===== src/rtl/dual_stepper_driver_pkg.sv =====
// -----------------------------------------------------------------------------
// Stepper_p
// Shared definitions for the dual-axis stepper pulse generator:
//   - StepperState_t : controller states (IDLE, SETUP, RUN, DONE)
//   - default step period and step pulse width, in clock cycles
// -----------------------------------------------------------------------------
package Stepper_p;

  typedef enum logic [1:0] {
    IDLE  = 2'd0,
    SETUP = 2'd1,
    RUN   = 2'd2,
    DONE  = 2'd3
  } StepperState_t;

  localparam int DEFAULT_PERIOD_CYCLES = 50000;
  localparam int DEFAULT_PULSE_CYCLES  = 500;

endpackage : Stepper_p


===== src/rtl/dual_stepper_driver_axis.sv =====
// -----------------------------------------------------------------------------
// stepper_axis
// One motor axis. It latches the magnitude and direction of a signed step count
// and counts remaining steps down once per step period. It also drives a
// registered step pulse.
//
// Ports:
//   clk             : system clock
//   reset           : synchronous, active-low reset
//   i_load          : latch i_value (magnitude and direction)
//   i_value         : signed two's-complement step count
//   i_tick_last     : last tick of a RUN period; decrements a nonzero count
//   i_tick_in_pulse : next cycle is in RUN and inside the pulse window
//   o_step          : registered step pulse
//   o_dir           : registered direction, 1 = positive, 0 = negative or zero
//   o_le_one        : remaining count is 0 or 1
//   o_nonzero       : remaining count is nonzero
// -----------------------------------------------------------------------------
module stepper_axis #(
  parameter int WIDTH = 16
) (
  input  logic             clk,
  input  logic             reset,
  input  logic             i_load,
  input  logic [WIDTH-1:0] i_value,
  input  logic             i_tick_last,
  input  logic             i_tick_in_pulse,
  output logic             o_step,
  output logic             o_dir,
  output logic             o_le_one,
  output logic             o_nonzero
);

  logic [WIDTH-1:0] r_remaining;
  logic [WIDTH-1:0] w_remaining_next;
  logic [WIDTH-1:0] w_magnitude;
  logic             r_step;
  logic             r_dir;

  // Negating in the same width makes the most negative value wrap to itself.
  // Read as unsigned, that value is exactly 2^(WIDTH-1), so no extra bit is needed.
  assign w_magnitude = i_value[WIDTH-1] ? (~i_value + WIDTH'(1)) : i_value;

  // NOTE: every signal driven here gets a default on the first line.
  // Without it, a path that leaves a signal unassigned infers a latch.
  always_comb begin
    w_remaining_next = r_remaining;
    if (i_load) begin
      w_remaining_next = w_magnitude;
    end else if (i_tick_last && (r_remaining != '0)) begin
      w_remaining_next = r_remaining - WIDTH'(1);
    end
  end

  // NOTE: state registers use non-blocking assignments.
  // Every flop then samples pre-edge values, whatever the process order.
  always_ff @(posedge clk) begin
    if (!reset) begin
      r_remaining <= '0;
      r_step      <= 1'b0;
      r_dir       <= 1'b0;
    end else begin
      r_remaining <= w_remaining_next;
      // The pulse is computed from next-cycle values so that the pin is a flop
      // and still rises in the first RUN cycle of a step.
      r_step      <= i_tick_in_pulse && (w_remaining_next != '0);
      if (i_load) begin
        r_dir <= !i_value[WIDTH-1] && (i_value != '0);
      end
    end
  end

  assign o_step    = r_step;
  assign o_dir     = r_dir;
  assign o_le_one  = (r_remaining <= WIDTH'(1));
  assign o_nonzero = (r_remaining != '0);

endmodule : stepper_axis


===== src/rtl/dual_stepper_driver.sv =====
// -----------------------------------------------------------------------------
// dual_stepper_driver
// Two-axis stepper pulse generator. On a trigger in IDLE it latches signed X/Y
// step counts. It waits one period of direction setup, then steps both axes
// together at one step per period. It ends with a single-cycle done pulse.
//
// Ports:
//   clk         : system clock
//   reset       : synchronous, active-low reset
//   trigger     : start request, sampled only in IDLE
//   num_steps_x : signed X step count (STEPPER_X_BITS)
//   num_steps_y : signed Y step count (STEPPER_Y_BITS)
//   step_x/y    : step pulses, high for PULSE_CYCLES at the start of each period
//   dir_x/y     : 1 = positive, 0 = negative or zero; held until the next trigger
//   busy        : high in SETUP, RUN and DONE
//   done        : single-cycle completion pulse
// All outputs are registered.
// -----------------------------------------------------------------------------
`ifndef STEPPER_X_BITS
  `define STEPPER_X_BITS 16
`endif
`ifndef STEPPER_Y_BITS
  `define STEPPER_Y_BITS 16
`endif

module dual_stepper_driver
  import Stepper_p::*;
#(
  parameter int STEPPER_X_BITS = `STEPPER_X_BITS,
  parameter int STEPPER_Y_BITS = `STEPPER_Y_BITS,
  parameter int PERIOD_CYCLES  = DEFAULT_PERIOD_CYCLES,
  parameter int PULSE_CYCLES   = DEFAULT_PULSE_CYCLES
) (
  input  logic                      clk,
  input  logic                      reset,
  input  logic                      trigger,
  input  logic [STEPPER_X_BITS-1:0] num_steps_x,
  input  logic [STEPPER_Y_BITS-1:0] num_steps_y,
  output logic                      step_x,
  output logic                      step_y,
  output logic                      dir_x,
  output logic                      dir_y,
  output logic                      busy,
  output logic                      done
);

  localparam int TICK_W = $clog2(PERIOD_CYCLES);

  StepperState_t     r_state;
  StepperState_t     w_state_next;
  logic [TICK_W-1:0] r_tick;
  logic [TICK_W-1:0] w_tick_next;
  logic              w_tick_last;
  logic              w_load;
  logic              w_run_last;
  logic              w_in_pulse;
  logic              r_busy;
  logic              r_done;
  logic              w_le_one_x;
  logic              w_le_one_y;
  logic              w_nonzero_x;
  logic              w_nonzero_y;

  assign w_tick_last = (r_tick == TICK_W'(PERIOD_CYCLES - 1));
  assign w_run_last  = (r_state == RUN) && w_tick_last;
  assign w_in_pulse  = (w_state_next == RUN) && (w_tick_next < TICK_W'(PULSE_CYCLES));

  // Next-state and tick logic. The tick restarts at 0 on every state change.
  always_comb begin
    w_state_next = r_state;
    w_tick_next  = r_tick;
    w_load       = 1'b0;
    case (r_state)
      IDLE: begin
        w_tick_next = '0;
        if (trigger) begin
          w_state_next = SETUP;
          w_load       = 1'b1;
        end
      end
      SETUP: begin
        if (w_tick_last) begin
          w_tick_next  = '0;
          w_state_next = (w_nonzero_x || w_nonzero_y) ? RUN : DONE;
        end else begin
          w_tick_next = r_tick + TICK_W'(1);
        end
      end
      RUN: begin
        if (w_tick_last) begin
          w_tick_next = '0;
          // The counts seen here are the pre-decrement values.
          // When both are at most 1, this period was the final step.
          if (w_le_one_x && w_le_one_y) begin
            w_state_next = DONE;
          end
        end else begin
          w_tick_next = r_tick + TICK_W'(1);
        end
      end
      DONE: begin
        w_tick_next  = '0;
        w_state_next = IDLE;
      end
      default: begin
        w_tick_next  = '0;
        w_state_next = IDLE;
      end
    endcase
  end

  always_ff @(posedge clk) begin
    if (!reset) begin
      r_state <= IDLE;
      r_tick  <= '0;
      r_busy  <= 1'b0;
      r_done  <= 1'b0;
    end else begin
      r_state <= w_state_next;
      r_tick  <= w_tick_next;
      r_busy  <= (w_state_next != IDLE);
      r_done  <= (w_state_next == DONE);
    end
  end

  stepper_axis #(
    .WIDTH (STEPPER_X_BITS)
  ) u_axis_x (
    .clk             (clk),
    .reset           (reset),
    .i_load          (w_load),
    .i_value         (num_steps_x),
    .i_tick_last     (w_run_last),
    .i_tick_in_pulse (w_in_pulse),
    .o_step          (step_x),
    .o_dir           (dir_x),
    .o_le_one        (w_le_one_x),
    .o_nonzero       (w_nonzero_x)
  );

  stepper_axis #(
    .WIDTH (STEPPER_Y_BITS)
  ) u_axis_y (
    .clk             (clk),
    .reset           (reset),
    .i_load          (w_load),
    .i_value         (num_steps_y),
    .i_tick_last     (w_run_last),
    .i_tick_in_pulse (w_in_pulse),
    .o_step          (step_y),
    .o_dir           (dir_y),
    .o_le_one        (w_le_one_y),
    .o_nonzero       (w_nonzero_y)
  );

  assign busy = r_busy;
  assign done = r_done;

endmodule : dual_stepper_driver


===== config.mk =====
export PLATFORM = sky130hd
export DESIGN_NAME = dual_stepper_driver
export DESIGN_NICKNAME = d
export VERILOG_FILES = /design/src/rtl/dual_stepper_driver_pkg.sv /design/src/rtl/dual_stepper_driver_axis.sv /design/src/rtl/dual_stepper_driver.sv
export SDC_FILE = /design/constraint.sdc
export NUM_CORES = 1
export LEC_CHECK = 0
export BUFFER_PORTS_ARGS = -buffer_cell sky130_fd_sc_hd__clkbuf_2
export CAP_MARGIN = 10
export CORE_ASPECT_RATIO = 1.1
export CORE_MARGIN = 2
export CORE_UTILIZATION = 54
export CTS_CLUSTER_DIAMETER = 200
export CTS_CLUSTER_SIZE = 14
export DETAILED_ROUTE_END_ITERATION = 7
export PLACE_DENSITY_LB_ADDON = 0.25
export SYNTH_ARGS = -nofsm -noshare
export SYNTH_HDL_FRONTEND = slang
export SYNTH_SLANG_ARGS = --single-unit
export TNS_END_PERCENT = 50

===== constraint.sdc =====
create_clock -name clk -period 2.8 [get_ports clk]
set_clock_uncertainty 0.2 [all_clocks]
set_input_delay 0.42 -clock clk [delete_from_list [all_inputs] [get_ports clk]]
set_output_delay 0.42 -clock clk [all_outputs]
set_load 0.02 [all_outputs]

==> reports/results.tsv <==
metric	value	unit
core area	0.00709	sq mm
f_max	361	MHz
area growth from synthesis to final layout	22.8	%
Worst-Skew Late Latency	0.31	ns
synthesized flop and latch total	56	
final setup vio count	0	
row count	32	
RSZ-0062 raised after global routing	true	
Hold Path Sink	u_axis_y.r_remaining[0]$_SDFF_PN0_	
status	complete, no violations	
Final Hold Viols	0	
CP max FO	8	
wire length per cell	15.9	microns
routed via count	4015	
fin util	0.692	
vias in the first global route	3871	
Reg-to-Reg End	u_axis_x.o_step$_SDFF_PN0_	
CTS root buffer	clkbuf_8	
number of flops mapped to enable cells by yosys	0	
Avg Cell Area, Syn	7.90	sq um
Logic pwr share	0.300	
worst flop-to-flop path startpoint	u_axis_x.r_remaining[14]$_SDFF_PN0_	
Required @ worst endpoint	2.79	ns
Port Buf Inserts	40	
post-synthesis cell count	505	
vias per inst	5.97	
Net Switching	0.658	mW
Ant. Diodes	0	
DRT iter0 DRCs	208	
FFs w/ async S/R, synth	0	
Total GRT Usage	0.264	
worst hold path type	primary input to register	
yosys warns	0	
initial antenna violation count	0	
global-route wire length before repair	17.3	mm
Final ANT Viol Nets	0	
final-stage net count	633	
P_leak	1.93	nW
overall power	2.03	mW
Worst-Margin Slew	0.631	ns
Sink Count	56	
MaxCap Viol Count	0	
Synth Flop Type	dfxtp_1	
worst relative slew slack	0.578	
Mapped Area	0.00399	sq mm
Post-Syn Nets	552	
CP arrival	2.76	ns
FILL cells	585	
Reg area	0.00112	sq mm
Final Slew Violations	0	
Synth cell types	62	
clk slew on worst S/H paths	0.10	ns
Die Y	94.2	microns
Flop pwr share	0.438	
die area	0.00810	sq mm
final routed DRC violation total	0	
H-tree depth	2	
FF-to-FF setup slack	0.03	ns
final instance area	0.00490	sq mm
Pint	1.37	mW
commonest non-fill, non-tap cells in the layout	nor2_1, dfxtp_1, buf_4, xnor2_1, nand2_1	
fraction of layout cells with a size suffix above 1	0.247	
die width	86.0	microns
hold path start	num_steps_y[0]	
global route total overflow	0	
clock power share	0.262	
pin count of the biggest net entering global routing	27	
GPL Wtd Cong	0.958	
commonest non-fill, non-tap cell in the layout	nor2_1	
sequential share of the synthesized area	0.281	
Detailed Routing Iterations Pass 1	5	
Power Density	414	mW/mm^2
fin crit share	0.988	
final WL	10.7	mm
Worst setup EP type	register	
Worst Hold Path Cells	3	
Starting Density	0.563	
Tmin final	2.77	ns
Switching Fraction	0.324	
worst vdd ir	0.438	mV
Worst setup SP type	register	
FF-to-FF path depth	10	
hold_buf cts	0	
maximum clock insertion buffer count	2	
Area after DPL	0.00461	sq mm
IO Count	41	
CTS tree	built	
multi-input logic area	0.00287	sq mm
WS Path Type	register to register	
CTS Buf Count	5	
Post-DP HPWL	8.16	mm
==> power by group through the flow <==
stage,clock [mW],combinational (mW),sequential (mW)
after detailed placement,0,0.536,0.901
after floorplan,0,0.337,0.896
after CTS,0.532,0.557,0.882
after global placement,0,0.523,0.899
after global routing,0.570,0.663,0.894
final,0.531,0.609,0.889
==> synth_stat cells, drive strengths merged (3+ instances only) <==
cell type  count  area share
nor2          60       0.056
dfxtp         56        0.28
nand2         42       0.040
xnor2         42       0.092
o21ai         25       0.031
a21oi         23       0.029
and2          23       0.036
xor2          23       0.050
nor3          22       0.036
nor4          18       0.031
clkbuf        17       0.016
inv           16       0.015
nand3         16       0.020
ha            12       0.038
or4           11       0.023
nand4          7       0.011
o31ai          7       0.014
or3            7       0.012
a31oi          6       0.011
and3           6      0.0094
mux2i          6       0.015
a211oi         5      0.0094
o41ai          5       0.018
and4           4      0.0088
nand2b         4      0.0063
or2            4      0.0069
a311oi         3      0.0066
buf            3      0.0031
nand4b         3      0.0066
nor2b          3      0.0047
nor4b          3       0.010
==> registers in the layout, summed over array words and instances (netlist names) <==
| register | count |
|---|---|
| u_axis_y.o_step | 1 |
| r_state | 2 |
| done | 1 |
| u_axis_y.r_remaining | 16 |
| u_axis_x.o_dir | 1 |
| u_axis_y.o_dir | 1 |
| u_axis_x.o_step | 1 |
| u_axis_x.r_remaining | 16 |
| r_tick | 16 |
| busy | 1 |
==> worst max path at each step <==
stage / start / endpoint
global placement: num_steps_x[10] / u_axis_x.o_step$_SDFF_PN0_
detailed placement: num_steps_x[10] / u_axis_x.o_step$_SDFF_PN0_
finish: u_axis_x.r_remaining[14]$_SDFF_PN0_ / u_axis_x.o_step$_SDFF_PN0_
CTS: r_state[0]$_SDFF_PN0_ / u_axis_x.o_step$_SDFF_PN0_
floorplan: num_steps_x[10] / u_axis_x.o_step$_SDFF_PN0_
global route: r_state[0]$_SDFF_PN0_ / u_axis_x.o_step$_SDFF_PN0_
==> metal layers <==
metal / wire length (microns) / global-route usage / vias to the layer above
met2: 5490 / 0.478 / 107
met4: 274 / 0.0780 / 0
li1: - / - / 1975
met3: 408 / 0.0299 / 29
met1: 4510 / 0.326 / 1904
met5: 0 / 0 / -
==> final cells by class <==
cell class,count,share of cell area
multi-input combinational,413,0.586
sequential,56,0.229
timing repair buffer,94,0.128
tap,85,0.0217
clock buffer,5,0.0140
inverter,16,0.0123
clock inverter,3,0.00868
==> through the flow <==
step	setup WS, ns	TNS (ns)	hold slack, ns	std cells
floorplan	0.158	0	0.230	505
global placement	-0.00254	-0.00254	0.289	662
CTS	0.00404	0	0.203	671
detailed placement	-0.0488	-0.0488	0.291	662
finish	0.0331	0	0.196	672
global route	-0.133	-0.197	0.222	672
==> worst max-delay path, cell delays in order, from the launching register on <==
cell and delay (ns):
dfxtp_2 0.34, or4_4 0.56, nor3_4 0.24, buf_12 0.16
buf_4 0.13, a31o_4 0.21, or3_1 0.13, o221ai_1 0.12
a211o_1 0.28, nor3_2 0.18, a31oi_1 0.10
==> logic make-up after synthesis <==
family | after synthesis | share of synthesized area
and+or+nand+nor | 242 | 0.341
AOI/OAI and AO/OA | 88 | 0.149
xor gates and xnor gates | 65 | 0.143
DFF | 56 | 0.281
buffers and inverters | 36 | 0.0342
adders and majority gates | 12 | 0.0376
muxes | 6 | 0.0150
==> repair_timing <==
item / 4_1_cts / 5_1_grt
endpoints found under the setup margin: 1 / 3
buffers inserted: 1 / 1
resized for setup: 3 / 27
pin swaps: 1 / 11
Note: power is estimated with default switching activity, not from simulation.
